===== src/rtl/exec_pkg.sv =====
// Shared issue-control types and opcode classification for the Execute path.
// Classifiers are reused by the Execute stage itself.
package exec_pkg;

  typedef enum logic [1:0] {
    RUN,
    MULBUSY,
    DRAIN,
    HALTED
  } state_t;

  localparam logic [7:0] OP_MOV_IMM   = 8'hC7;
  localparam logic [7:0] OP_GRP3      = 8'hF7;
  localparam logic [7:0] OP_IMUL_I32  = 8'h69;
  localparam logic [7:0] OP_IMUL_I8   = 8'h6B;
  localparam logic [7:0] OP_IMUL_0F   = 8'hAF;
  localparam logic [7:0] OP_RET       = 8'hC3;
  localparam logic [7:0] OP_RETF      = 8'hCB;
  localparam logic [7:0] OP_IRET      = 8'hCF;

  localparam logic [2:0] EXT_MUL  = 3'b100;
  localparam logic [2:0] EXT_IMUL = 3'b101;

  function automatic logic is_mul_class(
    input logic [31:0] len,
    input logic [7:0]  op,
    input logic [31:0] hasExt,
    input logic [2:0]  ext
  );
    logic oneByte;
    logic grp3Mul;
    oneByte = (len == 32'd1);
    grp3Mul = (op == OP_GRP3) && (hasExt != 32'd0)
           && ((ext == EXT_MUL) || (ext == EXT_IMUL));
    return (oneByte && grp3Mul)
        || (oneByte && (op == OP_IMUL_I32))
        || (oneByte && (op == OP_IMUL_I8))
        || ((len == 32'd2) && (op == OP_IMUL_0F));
  endfunction

  function automatic logic is_kill_class(
    input logic [31:0] len,
    input logic [7:0]  op,
    input logic [31:0] hasExt,
    input logic [2:0]  ext
  );
    logic unusedBits;
    unusedBits = ^{hasExt, ext};
    return (len == 32'd1)
        && ((op == OP_RET) || (op == OP_RETF) || (op == OP_IRET))
        && (unusedBits | !unusedBits);
  endfunction

endpackage


===== src/rtl/reg_scoreboard.sv =====
// Busy-register vector: two set ports, two clear ports, four read ports.
// A register set and cleared in the same cycle stays busy.
module reg_scoreboard #(
  parameter int NUM_REGS = 16,
  parameter int RW       = 4
) (
  input  logic                clk,
  input  logic                reset,
  input  logic                setEnA,
  input  logic [RW-1:0]       setRegA,
  input  logic                setEnB,
  input  logic [RW-1:0]       setRegB,
  input  logic                clrEnA,
  input  logic [RW-1:0]       clrRegA,
  input  logic                clrEnB,
  input  logic [RW-1:0]       clrRegB,
  input  logic [RW-1:0]       rdRegA,
  input  logic [RW-1:0]       rdRegB,
  input  logic [RW-1:0]       rdRegC,
  input  logic [RW-1:0]       rdRegD,
  output logic                rdBusyA,
  output logic                rdBusyB,
  output logic                rdBusyC,
  output logic                rdBusyD,
  output logic [NUM_REGS-1:0] busyVec
);

  logic [NUM_REGS-1:0] busy;
  logic [NUM_REGS-1:0] setMask;
  logic [NUM_REGS-1:0] clrMask;

  always_comb begin
    setMask = '0;
    clrMask = '0;
    for (int i = 0; i < NUM_REGS; i++) begin
      if (setEnA && (setRegA == RW'(i))) setMask[i] = 1'b1;
      if (setEnB && (setRegB == RW'(i))) setMask[i] = 1'b1;
      if (clrEnA && (clrRegA == RW'(i))) clrMask[i] = 1'b1;
      if (clrEnB && (clrRegB == RW'(i))) clrMask[i] = 1'b1;
    end
  end

  always_ff @(posedge clk or posedge reset) begin
    if (reset) begin
      busy <= '0;
    end else begin
      busy <= (busy & ~clrMask) | setMask;
    end
  end

  assign rdBusyA = busy[rdRegA];
  assign rdBusyB = busy[rdRegB];
  assign rdBusyC = busy[rdRegC];
  assign rdBusyD = busy[rdRegD];
  assign busyVec = busy;

endmodule


===== src/rtl/execute_scheduler.sv =====
// Issue controller ahead of Execute: RAW/WAW scoreboard, multiply
// occupancy sequencing and kill-driven drain to halt.
module execute_scheduler
  import exec_pkg::*;
#(
  parameter int NUM_REGS    = 16,
  parameter int MUL_LATENCY = 4,
  parameter int CNT_W       = 3
) (
  input  logic                clk,
  input  logic                reset,
  input  logic                decValidIn,
  input  logic [31:0]         opcodeLengthIn,
  input  logic [7:0]          opcodeIn,
  input  logic [31:0]         hasExtendedOpcodeIn,
  input  logic [2:0]          extendedOpcodeIn,
  input  logic [3:0]          sourceReg1In,
  input  logic [3:0]          sourceReg2In,
  input  logic                sourceReg1ValidIn,
  input  logic                sourceReg2ValidIn,
  input  logic [3:0]          destRegIn,
  input  logic                destRegValidIn,
  input  logic [3:0]          destRegSpecialIn,
  input  logic                destRegSpecialValidIn,
  input  logic                wbValidIn,
  input  logic [3:0]          wbRegIn,
  input  logic [3:0]          wbRegSpecialIn,
  input  logic                wbRegSpecialValidIn,
  output logic                canExecuteOut,
  output logic                decStallOut,
  output logic                mulResultValidOut,
  output logic                haltedOut,
  output logic [NUM_REGS-1:0] busyRegsOut
);

  state_t state, stateNext;
  logic [CNT_W-1:0] cnt, cntNext;
  logic [NUM_REGS-1:0] busy;
  logic busySrc1, busySrc2, busyDest, busyDestSp;
  logic hazard, issue, isMul, isKill, mulPulse;

  reg_scoreboard #(
    .NUM_REGS(NUM_REGS),
    .RW      (4)
  ) uScoreboard (
    .clk    (clk),
    .reset  (reset),
    .setEnA (issue & destRegValidIn),
    .setRegA(destRegIn),
    .setEnB (issue & destRegSpecialValidIn),
    .setRegB(destRegSpecialIn),
    .clrEnA (wbValidIn),
    .clrRegA(wbRegIn),
    .clrEnB (wbRegSpecialValidIn),
    .clrRegB(wbRegSpecialIn),
    .rdRegA (sourceReg1In),
    .rdRegB (sourceReg2In),
    .rdRegC (destRegIn),
    .rdRegD (destRegSpecialIn),
    .rdBusyA(busySrc1),
    .rdBusyB(busySrc2),
    .rdBusyC(busyDest),
    .rdBusyD(busyDestSp),
    .busyVec(busy)
  );

  assign hazard = (sourceReg1ValidIn & busySrc1)
                | (sourceReg2ValidIn & busySrc2)
                | (destRegValidIn & busyDest)
                | (destRegSpecialValidIn & busyDestSp);

  // Reset gating keeps every output low while reset is held.
  assign issue = decValidIn & ~hazard & (state == RUN) & ~reset;

  assign isMul = is_mul_class(opcodeLengthIn, opcodeIn,
                              hasExtendedOpcodeIn, extendedOpcodeIn);
  assign isKill = is_kill_class(opcodeLengthIn, opcodeIn,
                                hasExtendedOpcodeIn, extendedOpcodeIn);

  always_ff @(posedge clk or posedge reset) begin
    if (reset) begin
      state <= RUN;
      cnt   <= '0;
    end else begin
      state <= stateNext;
      cnt   <= cntNext;
    end
  end

  always_comb begin
    stateNext = state;
    cntNext   = cnt;
    mulPulse  = 1'b0;
    unique case (state)
      RUN: begin
        if (issue && isKill) begin
          stateNext = DRAIN;
        end else if (issue && isMul) begin
          stateNext = MULBUSY;
          cntNext   = CNT_W'(MUL_LATENCY - 1);
        end
      end
      MULBUSY: begin
        if (cnt == '0) begin
          mulPulse  = 1'b1;
          stateNext = RUN;
        end else begin
          cntNext = cnt - 1'b1;
        end
      end
      DRAIN: begin
        if ((busy == '0) && !wbValidIn && !wbRegSpecialValidIn) begin
          stateNext = HALTED;
        end
      end
      HALTED: begin
        stateNext = HALTED;
      end
      default: begin
        stateNext = RUN;
      end
    endcase
  end

  assign canExecuteOut     = issue;
  assign decStallOut       = decValidIn & ~issue & ~reset;
  assign mulResultValidOut = mulPulse;
  assign haltedOut         = (state == HALTED);
  assign busyRegsOut       = busy;

endmodule

===== config.mk =====
export PLATFORM = sky130hd
export DESIGN_NAME = execute_scheduler
export DESIGN_NICKNAME = d
export VERILOG_FILES = /design/src/rtl/exec_pkg.sv /design/src/rtl/reg_scoreboard.sv /design/src/rtl/execute_scheduler.sv
export SDC_FILE = /design/constraint.sdc
export NUM_CORES = 1
export LEC_CHECK = 0
export ABC_AREA = 1
export CORE_ASPECT_RATIO = 1.1
export CORE_MARGIN = 1
export CORE_UTILIZATION = 43
export CTS_BUF_LIST = sky130_fd_sc_hd__clkbuf_8
export CTS_CLUSTER_SIZE = 30
export DETAILED_ROUTE_END_ITERATION = 8
export HOLD_SLACK_MARGIN = 0.12
export PLACE_DENSITY = 0.93
export SKIP_LAST_GASP = 1
export SYNTH_ARGS = -nofsm -noshare
export SYNTH_HDL_FRONTEND = slang
export SYNTH_SLANG_ARGS = --single-unit

===== constraint.sdc =====
create_clock -name clk -period 3.47 [get_ports clk]
set_input_delay 1.041 -clock clk [delete_from_list [all_inputs] [get_ports clk]]
set_output_delay 1.041 -clock clk [all_outputs]
set_load 0.05 [all_outputs]

==> reports/qor.yml <==
status: "complete, no violations"
rsz0062_at_grt: "no"
clock.fmax_mhz: 294
post_cts_buffers: 0
maxCapViolCount: 0
sw_frac_of_total: 0.303
vias: 3906
place_ws_ns: -0.420
grt_util_all_layers: 0.316
startpoint: "sourceReg1In[1]"
ys_warn_count: 0
route.detailed.drc: 0
die_w_um: 77.1
p_sw_mw: 0.205
io_buffers: 126
drive_gt1_frac: 0.0892
cts.path.max_buffers: 2
avgSynthCellArea_um2: 5.40
start_util: 0.454
syn-num-nets: 604
ir_drop_mv: 0.165
period_minus_slack_ns: 3.41
antenna_left: 0
cts_tree: "done"
synth-simple-area-share: 0.599
r2r_setup_slack_ns: 1.36
cp-end-kind: "output pin"
timing_worst_setup_path_type: "input pin to output pin"
critPathSlowestCell: "dlygate4sd2_1"
fin_crit_sh: 0.982
drv_slew: 0
vias_per_cell: 5.46
drt-total-wl_mm: 10.1
grt_pass1_wl_mm: 16.4
cts-buffers-inserted: 3
synth_top_family_by_area: "simple AND/OR/NAND/NOR gates"
clkLatencyLatePin_ns: 0.27
worstHoldPathType: "register to register"
ys_ff_latch: 21
hold_end: "cnt[1]"
r2r-start: "uScoreboard.busyVec[5]"
cts-htree-levels: 1
cpMostUsedCell: "nand2_1"
core_um2: 5880
fp.dieH_um: 84.6
fin_ws_ns: 0.0631
hpwl_mm: 8.26
grt_overflow_total: 0
finalSetupTns_ns: 0
synthMuxAreaShare: 0
power_frac_seq: 0.362
cts_root_buffer: "clkbuf_8"
io_pins: 128
gp_congestion: 0.945
power.internal_mw: 0.473
clkSlewWorstSetupHoldPaths_ns: 0.07
cp.arrival_ns: 2.37
nets: 750
synth_compound_gate_area_share: 0.0624
critPathRequiredTime_ns: 2.43
num_rows: 29
clock-sinks: 21
reg2reg_to: "uScoreboard.busyVec[5]"
grt_pass1_vias: 3683
worst_clock_skew_ns: 0.00283
area_growth_pct: 57.8
p_clk_frac: 0.238
crit_path_max_incr_delay_ns: 0.27
netlist_instances: 494
initialDrtViolationCount: 361
crit_fanout: 3
avgRoutedWirePerCell_um: 14.1
worstHoldPathCells: 2
finalSetupViolCount: 0
p_leak_nw: 2.03
synthXorXnorAreaFrac: 0.00328
hold_viol_final: 0
power_density_nw_per_um2: 161
diodes: 0
relSlewSlack: 0.650
dieArea_um2: 6530
synth_cell_type_count: 29
antenna_found_initial: 0
syn-cell-area_um2: 2670
grt_start_max_net_pins: 22
ys_seq_area_frac: 0.197
startpoint_type: "input pin"
combPwrFrac: 0.401
crit_chain: "dlygate4sd2_1 -> buf_4 -> nand3_1 -> nand2_1 -> a21oi_2 -> nand2_1 -> nand3_2 -> nand2_4 -> nor2_4 -> nor2_2 -> buf_6"
power.total_mw: 0.678
synth_fa_ha_area_frac: 0.00938
firstDrtPassIters: 8
worst_pin_slew_ns: 0.521
hp-start: "cnt[1]"
ff2ff_path_depth: 14
-- routing by layer --
| layer | vias to the layer above | global-route usage | part of all wire |
|---|---|---|---|
| met1 | 1719 | 0.336 | 0.35 |
| met4 | 0 | 0.120 | 0.037 |
| li1 | 1884 | - | - |
| met5 | - | 0 | 0 |
| met2 | 262 | 0.613 | 0.53 |
| met3 | 41 | 0.0522 | 0.087 |
-- worst max path at each step --
stage,endpoint,cells past startpoint,slack [ns]
5_1_grt,decStallOut,11,0.001
3_5_place_dp,decStallOut,12,-0.42
2_1_floorplan,decStallOut,12,0.05
4_1_cts,decStallOut,13,0.004
3_3_place_gp,decStallOut,11,-0.38
6_report,decStallOut,11,0.06
-- power by group through the flow --
| stage | combinational, mW | clock, mW | sequential, mW |
|---|---|---|---|
| 3_3_place_gp | 0.257 | 0 | 0.250 |
| 3_5_place_dp | 0.264 | 0 | 0.250 |
| 5_1_grt | 0.294 | 0.174 | 0.245 |
| 2_1_floorplan | 0.0944 | 0 | 0.250 |
| 4_1_cts | 0.266 | 0.162 | 0.245 |
| 6_report | 0.271 | 0.161 | 0.245 |
-- critical path: cells and delay by family --
kind,cells,cell delay [ns]
AND/OR/NAND/NOR,7,0.63
buffers and inverters,3,0.57
AO/OA/AOI/OAI,1,0.11
-- flip-flops by register name, indices dropped and copies added (netlist names) --
name and count:
uScoreboard.busyVec 16, state 2, cnt 3
-- stage by stage --
step                      instances  instance area [um^2]  hold WS, ns   util
after global routing            716                  4210        0.536  0.716
after floorplan                 494                  2680        0.442      -
final                           716                  4210        0.499  0.716
after CTS                       716                  4210        0.504  0.715
after global placement          710                  4130        0.460  0.703
after detailed placement        710                  4130        0.488  0.703
-- timing repair --
action / in CTS / in global routing
pin swaps: 5 / 5
resized for setup: 33 / 11
gates cloned: 2 / 0
hold buffers: 0 / 0
setup endpoints to repair: 2 / 2
-- layout make-up --
| type | instances | area (um^2) |
|---|---|---|
| Clock buffer | 3 | 41.3 |
| Inverter | 67 | 260 |
| Clock inverter | 1 | 3.75 |
| Tap cell | 77 | 96.3 |
| Sequential cell | 21 | 526 |
| Multi-Input combinational cell | 395 | 1830 |
| Timing Repair Buffer | 152 | 1460 |
| Fill cell | 540 | 1670 |
-- Yosys cell counts (all sizes together) --
cell type  instances  share of area
nor4b              1         0.0033
nor3b              1         0.0028
clkbuf             2         0.0028
nor4               3         0.0070
o211ai             2         0.0056
inv               67          0.095
ha                 2         0.0094
a22oi              6          0.017
dfrtp             21           0.20
nor3               7          0.013
o21ai             17          0.036
xnor2              1         0.0033
nand3             98           0.19
nand4             13          0.030
nand3b             1         0.0028
buf                9          0.031
nor2              80           0.13
nand2            161           0.23
a21oi              2         0.0038
-- layout by cell type, fill, tap and decap left out, drive strengths merged, types with 2 or more instances in the layout --
cell,instances
clkdlybuf4s50,112
buf,31
ha,2
nor4,3
nor2,80
clkbuf,4
nor3,7
inv,67
nand3,98
nand2,161
a21oi,2
o21ai,17
dlygate4sd2,7
nand4,13
o211ai,2
a22oi,6
dfrtp,21
-- logic make-up (layout without fill, tap and decap cells) --
kind of cell    Yosys count  count (layout)
compound gates           27              27
xor+xnor                  1               1
fa+ha+maj                 2               2
buf+inv                  78             223
flops                    21              21
simple gates            365             365
No activity file was read; power rests on OpenSTA's default activity.
